--- src/rtl/alu_pkg.sv ---
// Shared encodings for the execution-stage ALU: operation selects and FSM states.
package alu_pkg;

  // Operation select encoding, shared with the ALU control decoder
  localparam logic [2:0] OP_NOP = 3'b000;
  localparam logic [2:0] OP_AND = 3'b001;
  localparam logic [2:0] OP_OR  = 3'b010;
  localparam logic [2:0] OP_SUB = 3'b011;
  localparam logic [2:0] OP_MUL = 3'b100;
  localparam logic [2:0] OP_DIV = 3'b101;
  localparam logic [2:0] OP_ADD = 3'b110;
  localparam logic [2:0] OP_SLT = 3'b111;

  typedef enum logic [1:0] {
    IDLE = 2'd0,
    MUL  = 2'd1,
    DIV  = 2'd2,
    DONE = 2'd3
  } state_t;

endpackage

--- src/rtl/alu_muldiv.sv ---
// Iterative unsigned shift-add multiplier / restoring divider, one bit per step.
// res is the value the accumulator (MUL) or quotient (DIV) holds after the
// current step, so the caller can register it on the final step's edge.
module alu_muldiv #(
  parameter int unsigned WIDTH = 32
) (
  input  logic             clk,
  input  logic             rst,
  input  logic             load,
  input  logic             is_div,
  input  logic [WIDTH-1:0] a,
  input  logic [WIDTH-1:0] b,
  input  logic             step_en,
  output logic             last,
  output logic [WIDTH-1:0] res
);

  localparam int unsigned CW = $clog2(WIDTH);
  localparam logic [CW-1:0] CNT_LAST = CW'(WIDTH - 1);

  // acc: product accumulator or partial remainder
  // opa: multiplier (shifts right) or dividend/quotient (shifts left)
  // opb: multiplicand (shifts left) or divisor (fixed)
  logic [WIDTH-1:0] acc, opa, opb;
  logic             mode_div;
  logic [CW-1:0]    cnt;

  logic [WIDTH-1:0] mul_acc_nxt, rem_nxt, quo_nxt;
  logic [WIDTH:0]   rem_sh, diff;
  logic             q_bit;

  assign last = (cnt == CNT_LAST);

  // Next-step values for both datapaths; mode_div picks the visible result
  always_comb begin
    mul_acc_nxt = opa[0] ? acc + opb : acc;
    rem_sh      = {acc, opa[WIDTH-1]};
    diff        = rem_sh - {1'b0, opb};
    q_bit       = ~diff[WIDTH];
    rem_nxt     = q_bit ? diff[WIDTH-1:0] : rem_sh[WIDTH-1:0];
    quo_nxt     = {opa[WIDTH-2:0], q_bit};
    res         = mode_div ? quo_nxt : mul_acc_nxt;
  end

  // Operand load and per-step iteration
  always_ff @(posedge clk or posedge rst) begin
    if (rst) begin
      acc      <= '0;
      opa      <= '0;
      opb      <= '0;
      mode_div <= 1'b0;
      cnt      <= '0;
    end else if (load) begin
      acc      <= '0;
      opa      <= a;
      opb      <= b;
      mode_div <= is_div;
      cnt      <= '0;
    end else if (step_en) begin
      if (mode_div) begin
        acc <= rem_nxt;
        opa <= quo_nxt;
      end else begin
        acc <= mul_acc_nxt;
        opa <= opa >> 1;
        opb <= opb << 1;
      end
      cnt <= last ? '0 : cnt + CW'(1);
    end
  end

endmodule

--- src/rtl/alu_seq.sv ---
// Execution-stage ALU: single-cycle logic/add/sub/compare, iterative MUL/DIV,
// with a start/busy/done handshake.
module alu_seq
  import alu_pkg::*;
#(
  parameter int unsigned WIDTH = 32
) (
  input  logic             clk,
  input  logic             rst,
  input  logic             start,
  input  logic [2:0]       sel,
  input  logic [WIDTH-1:0] a,
  input  logic [WIDTH-1:0] b,
  output logic [WIDTH-1:0] result,
  output logic             zero,
  output logic             done,
  output logic             busy,
  output logic             div_by_zero
);

  state_t           state;
  logic             md_load, md_is_div, md_step, md_last;
  logic             b_is_zero;
  logic [WIDTH-1:0] md_res, single_res;

  assign zero      = (result == '0);
  assign b_is_zero = (b == '0);
  assign md_is_div = (sel == OP_DIV);
  assign md_load   = (state == IDLE) && start &&
                     ((sel == OP_MUL) || ((sel == OP_DIV) && !b_is_zero));
  assign md_step   = (state == MUL) || (state == DIV);

  // Single-cycle result; DIV only reaches here with a zero divisor
  always_comb begin
    single_res = '0;
    case (sel)
      OP_AND:  single_res = a & b;
      OP_OR:   single_res = a | b;
      OP_SUB:  single_res = a - b;
      OP_ADD:  single_res = a + b;
      OP_SLT:  single_res[0] = ($signed(a) < $signed(b));
      OP_DIV:  single_res = '1;
      default: single_res = '0;
    endcase
  end

  alu_muldiv #(
    .WIDTH(WIDTH)
  ) u_muldiv (
    .clk     (clk),
    .rst     (rst),
    .load    (md_load),
    .is_div  (md_is_div),
    .a       (a),
    .b       (b),
    .step_en (md_step),
    .last    (md_last),
    .res     (md_res)
  );

  // Control FSM with registered result, flags and handshake outputs
  always_ff @(posedge clk or posedge rst) begin
    if (rst) begin
      state       <= IDLE;
      result      <= '0;
      done        <= 1'b0;
      busy        <= 1'b0;
      div_by_zero <= 1'b0;
    end else begin
      case (state)
        IDLE: begin
          done <= 1'b0;
          if (start) begin
            busy <= 1'b1;
            if (sel == OP_MUL) begin
              state <= MUL;
            end else if ((sel == OP_DIV) && !b_is_zero) begin
              state <= DIV;
            end else begin
              state       <= DONE;
              done        <= 1'b1;
              result      <= single_res;
              div_by_zero <= (sel == OP_DIV);
            end
          end
        end
        MUL, DIV: begin
          if (md_last) begin
            state       <= DONE;
            done        <= 1'b1;
            result      <= md_res;
            div_by_zero <= 1'b0;
          end
        end
        DONE: begin
          state <= IDLE;
          done  <= 1'b0;
          busy  <= 1'b0;
        end
        default: state <= IDLE;
      endcase
    end
  end

endmodule
--- config.mk ---
export PLATFORM = sky130hd
export DESIGN_NAME = alu_seq
export DESIGN_NICKNAME = d
export VERILOG_FILES = /design/src/rtl/alu_pkg.sv /design/src/rtl/alu_muldiv.sv /design/src/rtl/alu_seq.sv
export SDC_FILE = /design/constraint.sdc
export NUM_CORES = 1
export LEC_CHECK = 0
export CAP_MARGIN = 15
export CORE_ASPECT_RATIO = 0.9
export CORE_MARGIN = 2
export CORE_UTILIZATION = 43
export DETAILED_ROUTE_END_ITERATION = 10
export GPL_ROUTABILITY_DRIVEN = 0
export GPL_TIMING_DRIVEN = 1
export PLACE_DENSITY = 0.64
export SLEW_MARGIN = 20
export SYNTH_ARGS = -nofsm -noshare
export SYNTH_HDL_FRONTEND = slang
export SYNTH_HIERARCHICAL = 1
export SYNTH_SLANG_ARGS = --single-unit
--- constraint.sdc ---
create_clock -name clk -period 8.6 [get_ports clk]
set_input_delay 1.29 -clock clk [delete_from_list [all_inputs] [get_ports clk]]
set_output_delay 1.29 -clock clk [all_outputs]
set_load 0.01 [all_outputs]
==> run metrics, run 1 <==
status=complete, no violations; DRT iter0 DRCs=1946; Pre-antenna DRT Iters=7; clock skew after layout=0.009337 ns; Die Y=188.3 microns; R2R setup slack=4.00 ns; Crit path max-delay family=simple AND/OR/NAND/NOR gates; worst path required time=8.97 ns; Fmax=205.6 MHz; final wirelength=58.57 mm; insertion delay to the later sink of the worst-skew pair=0.45 ns; number of synthesized register bits=139; fraction of layout cells with a size suffix above 1=4.603%; TritonCTS buffer count=17; crit path launch type=primary input; Post-Synthesis Cells=2172; static leakage=7.864 nW; warnings from Yosys=6; Mapped Area=16230 sq um; Layout Nets=2420; starting density of the core=43.60%; Final Hold Viols=0; Final Cell Area=18180 sq um; CP max stage cell=nor4_1; crit path capture type=flop; buffers added on ports=105; most frequent cells in the layout=239 x nand2_1, 216 x o21ai_0, 196 x a21oi_1, 170 x inv_1, 163 x ha_1; min Tclk post-route=4.864 ns; commonest non-fill, non-tap cell in the layout=nand2_1; chip width=208.8 microns; Crit Path Max Fanout=30; relative slew slack=26.16%; GRT Total Usage=29.46%; clk sinks=139; fraction of registers with async set/reset=100.0%; Mapped Avg Cell Area=7.471 sq um; setup TNS=0 ns; max_cap viols=0; Yosys cell types=97; clock root buffer=clkbuf_16; Worst setup startpoint=b[27]; n_diodes=0; PnR worst setup slack=3.736 ns; Crit Reg-Reg Startpoint=u_muldiv/opb[0]; pre-CTS WS=3.366 ns; Rows=67; Peak VDD IR=0.2629 mV; net count after synthesis=2410; drt drc=0; DP Wirelength=43.71 mm; Worst-path clk slew=0.07 ns; Resize count post-CTS=0; Final setup viols=0; critical path cell sequence=clkdlybuf4s50_1, nor4_1, nand4_1, nor2_1, nand2_1, nand2_1, nor2_4, inv_1, buf_4, nand2_1, a211o_1, o21ai_1; Worst Path Arrival=5.23 ns; top_reg_cell synth=dfrtp_1; core area=37220 sq um; Worst Max-Slew Pin Slew=1.098 ns; EDFF count, synth=0; post-synthesis sequential area ratio=21.44%; post-route ant nets=0; first-pass GRT wire length=91.37 mm; RSZ-0062 raised after global routing=no; Syn-to-layout area delta=12.03%; worst hold endpoint=div_by_zero; min-delay src=div_by_zero; Hold Path Depth=2; RR Endpoint=result[24]; vias per cell=6.391; critical path's most frequent cell=nand2_1; Pins Over Slew Limit=0; vias in the first global route=15990; initial antenna violation count=2; number of cells on the worst reg-to-reg path=17; hold_buf cts=0; pwr dens=394.0 nW/um^2; # IOs=106; CTS tree=built; Vias=17110; Remaining Overflow, GRT=0; H-tree Lvls=4; CP peak stage delay=0.88 ns; Bufs on Longest Clock Path=2; Die ar.=39310 sq um; fin crit share=56.56%; largest net degree at the start of global routing=88; routed length per instance=21.88 microns; Buf/Inv on CP=3; post-CTS setup buffers=0; worst hold path class=reg2reg; dpl cell area=17540 sq um; crit path kind=in2reg
[through the flow]
step / std cells / hold WS, ns / power, mW / utilization, %
5_1_grt: 2677 / 0.5300 / 7.763 / 48.84
6_report: 2677 / 0.4828 / 7.163 / 48.84
3_3_place_gp: 2646 / 0.4695 / 6.141 / 47.14
2_1_floorplan: 2172 / 0.4929 / 4.875 / -
3_5_place_dp: 2646 / 0.4698 / 6.228 / 47.14
4_1_cts: 2677 / 0.4845 / 7.090 / 48.84
[worst min-delay path, delay by kind of cell, from the launching register on]
kind	cells	cell delay, ns
DFF	1	0.35
and+or+nand+nor	1	0.05
AOI/OAI and AO/OA	1	0.05
[logic make-up (layout without fill, tap and decap cells)]
kind of cell / Yosys count / after routing / share of synthesized area (%)
AOI/OAI and AO/OA: 819 / 819 / 33.33
xor gates and xnor gates: 68 / 68 / 3.670
adders and majority gates: 168 / 168 / 13.14
buffers and inverters: 310 / 332 / 7.433
DFF: 139 / 139 / 21.44
muxes: 58 / 58 / 3.639
and+or+nand+nor: 610 / 610 / 17.35
[flip-flops by register name, indices dropped and copies added, names as in the netlist]
register	cells
u_muldiv/opa	32
u_muldiv/acc	32
result	32
div_by_zero	1
done	1
state	2
u_muldiv/mode_div	1
busy	1
u_muldiv/cnt	5
u_muldiv/opb	32
[area by class of cell]
class | count | area (sq um)
fill | 3751 | 19040
multi-input combinational | 1723 | 11590
sequential | 139 | 3482
timing repair buffer | 127 | 1216
inverter | 174 | 655.6
tap | 483 | 604.3
clock buffer | 20 | 466.7
clock inverter | 11 | 167.7
[where the power goes]
part           leakage [nW]  internal, mW  switching (mW)
registers              1.73         0.968           0.405
logic                  5.83          1.90            3.07
clock network         0.308         0.506           0.318
total                  7.86          3.37            3.79
[worst max path at each step]
| stage | slack, ns | cells after the start | to |
|---|---|---|---|
| 3_3_place_gp | 3.54 | 12 | u_muldiv/acc[30] |
| 6_report | 3.74 | 12 | u_muldiv/acc[26] |
| 5_1_grt | 3.49 | 12 | u_muldiv/acc[16] |
| 2_1_floorplan | 4.63 | 1 | u_muldiv/acc[0] |
| 3_5_place_dp | 3.37 | 12 | u_muldiv/acc[26] |
| 4_1_cts | 3.82 | 12 | u_muldiv/acc[26] |
[layer usage]
layer,part of all wire (%),GRT usage [%],up-vias
li1,-,-,7914
met1,43,41.40,8082
met2,43,44.68,927
met3,8.7,4.633,183
met4,4.8,12.91,2
met5,0.019,0,-
[Yosys cell counts (all sizes together) (14+ instances only)]
master	n	area (sq um)
nand2	239	897.1
o21ai	235	1187
a21oi	199	1003
inv	171	641.9
ha	164	2052
nor2	150	563.0
dfrtp	139	3478
clkbuf	110	412.9
o211ai	61	457.9
mux2i	53	530.5
a21o	50	375.4
a211oi	39	317.8
nand3	39	205.2
xnor2	38	332.8
nor3	31	155.2
xor2	30	262.8
buf	26	140.1
nand2b	24	150.1
nand4	24	150.1
o21bai	24	180.2
nor4	23	143.9
o221ai	23	207.7
and3	21	136.4
nor2b	20	125.1
a31oi	16	106.4
a221oi	15	137.6
a22oi	14	105.1
No activity file was read; power rests on OpenSTA's default activity.
==> run 2, diff against run 1 <==
PLACE_DENSITY = 0.66   (was 0.64)
clock period = 3.95 ns   (was 8.6 ns; I/O delays follow)
==> run 2 against run 1 <==
Net effect: register-to-register slack lost 4.0 ns; design area grew 8.3%; first-iteration DRC count grew 6.2%; largest cell class unchanged; wire length grew 2.7%; sequential cell count is the same; critical endpoint is now result[24]; largest power group unchanged; die area is the same; clock skew grew 0.0042 ns; critical path type is now reg2reg; clock-buffer cell count shrank 1.
==> run metrics, run 2 (synthesis gave the netlist of run 1 again) <==
relative slew slack=28.63% (was 26.16%); vias in the first global route=16560 (was 15990); worst path required time=4.28 ns (was 8.97 ns); fraction of layout cells with a size suffix above 1=12.33% (was 4.603%); Final Cell Area=19680 sq um (was 18180 sq um); Layout Utilization=52.87% (was 48.84%); Worst Max-Slew Pin Slew=1.069 ns (was 1.098 ns); drt drc=0 (unchanged); commonest non-fill, non-tap cell in the layout=nand2_1 (unchanged); R2R setup slack=0.03 ns (was 4.00 ns); static leakage=8.762 nW (was 7.864 nW); Syn-to-layout area delta=21.28% (was 12.03%); Int Power=8.165 mW (was 3.370 mW); vias per cell=6.209 (was 6.391); Rows=67 (unchanged); Die ar.=39310 sq um (unchanged); dpl cell area=18830 sq um (was 17540 sq um); max_cap viols=0 (unchanged); Peak VDD IR=0.5244 mV (was 0.2629 mV); Fmax=254.9 MHz; Layout Nets=2593 (was 2420); crit path capture type=flop (unchanged); Non-Filler Instances=2852 (was 2677); Layout fillers=3574 (was 3751); Pre-antenna DRT Iters=6 (was 7); initial antenna violation count=1 (was 2); GRT Total Usage=30.02% (was 29.46%); number of cells on the worst reg-to-reg path=16 (was 17); hold_buf cts=0 (unchanged); Crit Path Max Fanout=2 (was 30); status=complete, no violations (unchanged); crit path launch type=flop (was primary input); starting density of the core=43.60% (unchanged); core area=37220 sq um (unchanged); Final setup viols=0 (unchanged); # IOs=106 (unchanged); first-pass GRT wire length=93.21 mm (was 91.37 mm); Final Hold Viols=0 (unchanged); worst hold path class=reg2reg (unchanged); Worst Path Arrival=4.25 ns (was 5.23 ns); Die Y=188.3 microns (unchanged); worst hold endpoint=div_by_zero (unchanged); routed length per instance=21.09 microns (was 21.88 microns); fin crit share=99.32%; min Tclk post-route=3.923 ns; Vias=17710 (was 17110); DP Wirelength=45.45 mm (was 43.71 mm); footprint of the multi-input gates=11700 sq um (was 11590 sq um); RSZ-0062 raised after global routing=yes (was no); TritonCTS buffer count=17 (unchanged); RR Endpoint=result[24] (unchanged); WHS=0.4990 ns (was 0.4828 ns); DRT iter0 DRCs=2067 (was 1946); CTS tree=built (unchanged); combinational fraction of design power=73.0% (was 69.3%); H-tree Lvls=4 (unchanged); post-route ant nets=0 (unchanged); Worst-path clk slew=0.07 ns (about the same); min-delay src=div_by_zero (unchanged); clk sinks=139 (unchanged); chip width=208.8 microns (unchanged); Clock power frac=10.7% (was 11.5%); Pins Over Slew Limit=0 (unchanged); largest net degree at the start of global routing=87 (was 88); crit path kind=reg2reg (was in2reg); setup TNS=0 ns (unchanged); most frequent cells in the layout=239 x nand2_1, 215 x o21ai_0, 192 x a21oi_1, 188 x buf_4, 170 x inv_1 (was 239 x nand2_1, 216 x o21ai_0, 196 x a21oi_1, 170 x inv_1, 163 x ha_1); clock root buffer=clkbuf_16 (unchanged); buffers added on ports=105 (unchanged); storage element area=3482 sq um (unchanged); Hold Path Depth=2 (unchanged); Remaining Overflow, GRT=0 (unchanged); Switch Pwr=8.704 mW (was 3.793 mW); clock skew after layout=0.01351 ns (was 0.009337 ns); sw frac=51.60% (was 52.96%); Bufs on Longest Clock Path=2 (unchanged); insertion delay to the later sink of the worst-skew pair=0.45 ns (about the same); Inst Count DP=2805 (was 2646); final wirelength=60.14 mm (was 58.57 mm); pwr dens=857.2 nW/um^2 (was 394.0 nW/um^2); Flop pwr share=16.3% (was 19.2%); Crit Reg-Reg Startpoint=u_muldiv/opb[6] (was u_muldiv/opb[0])
## run 2: worst max path at each step
stage / startpoint / to / slack [ns] / depth (start not counted)
2_1_floorplan: u_muldiv/acc[7] / result[24] / 0.15 / 16
3_3_place_gp: u_muldiv/acc[0] / result[24] / -0.20 / 17
3_5_place_dp: u_muldiv/acc[0] / result[24] / -0.25 / 17
4_1_cts: u_muldiv/opb[0] / result[24] / 0.02 / 17
5_1_grt: u_muldiv/opb[6] / result[24] / -0.09 / 16
6_report: u_muldiv/opb[6] / result[24] / 0.03 / 16
## run 2: timing repair
action	4_1_cts	5_1_grt
pin swaps	13	14
buffers inserted	12	3
cloned	0	0
endpoints found under the setup margin	1	3
endpoints found under the hold margin	0	0
resized for setup	14	9
## run 2: critical path: stages, from the launching register on
cell and delay (ns):
dfrtp_1 0.38, ha_1 0.30, a41o_1 0.27, a221o_1 0.34
a211o_1 0.31, a21bo_2 0.26, a31oi_4 0.20, xnor2_2 0.08
a211oi_2 0.29, a21oi_1 0.07, nand2_1 0.11, o221ai_2 0.11
or4_4 0.51, clkinv_2 0.07, o31ai_2 0.07, a2111oi_2 0.35
nor3_1 0.08
## run 2: power groups by stage
stage | registers [mW] | clock network [mW] | logic [mW]
2_1_floorplan | 2.64 | 0 | 7.97
3_3_place_gp | 2.71 | 0 | 11.6
3_5_place_dp | 2.73 | 0 | 11.8
4_1_cts | 2.72 | 1.83 | 12.0
5_1_grt | 2.81 | 1.88 | 13.4
6_report | 2.75 | 1.81 | 12.3
## run 2: cell type report
class | instances | share of cell area (%)
multi-input cells | 1723 | 59.45
flip-flops and latches | 139 | 17.69
repair buffers | 300 | 13.22
inverters | 174 | 3.338
well taps | 483 | 3.071
clock buffers | 19 | 2.251
clock inverters | 13 | 0.9600
diodes | 1 | 0.01272
## run 2: per-stage QoR
step,power (mW),setup slack (ns)
floorplan,10.61,0.1474
global placement,14.27,-0.2028
detailed placement,14.49,-0.2509
CTS,16.55,0.02068
global route,18.10,-0.08947
finish,16.87,0.02685
## run 2: metal layers
metal	share of wire (%)	vias to the layer above	track usage, %
li1	-	8273	-
met1	44	8387	41.36
met2	43	869	45.54
met3	8.0	177	5.967
met4	4.3	2	13.19
met5	0.023	-	0
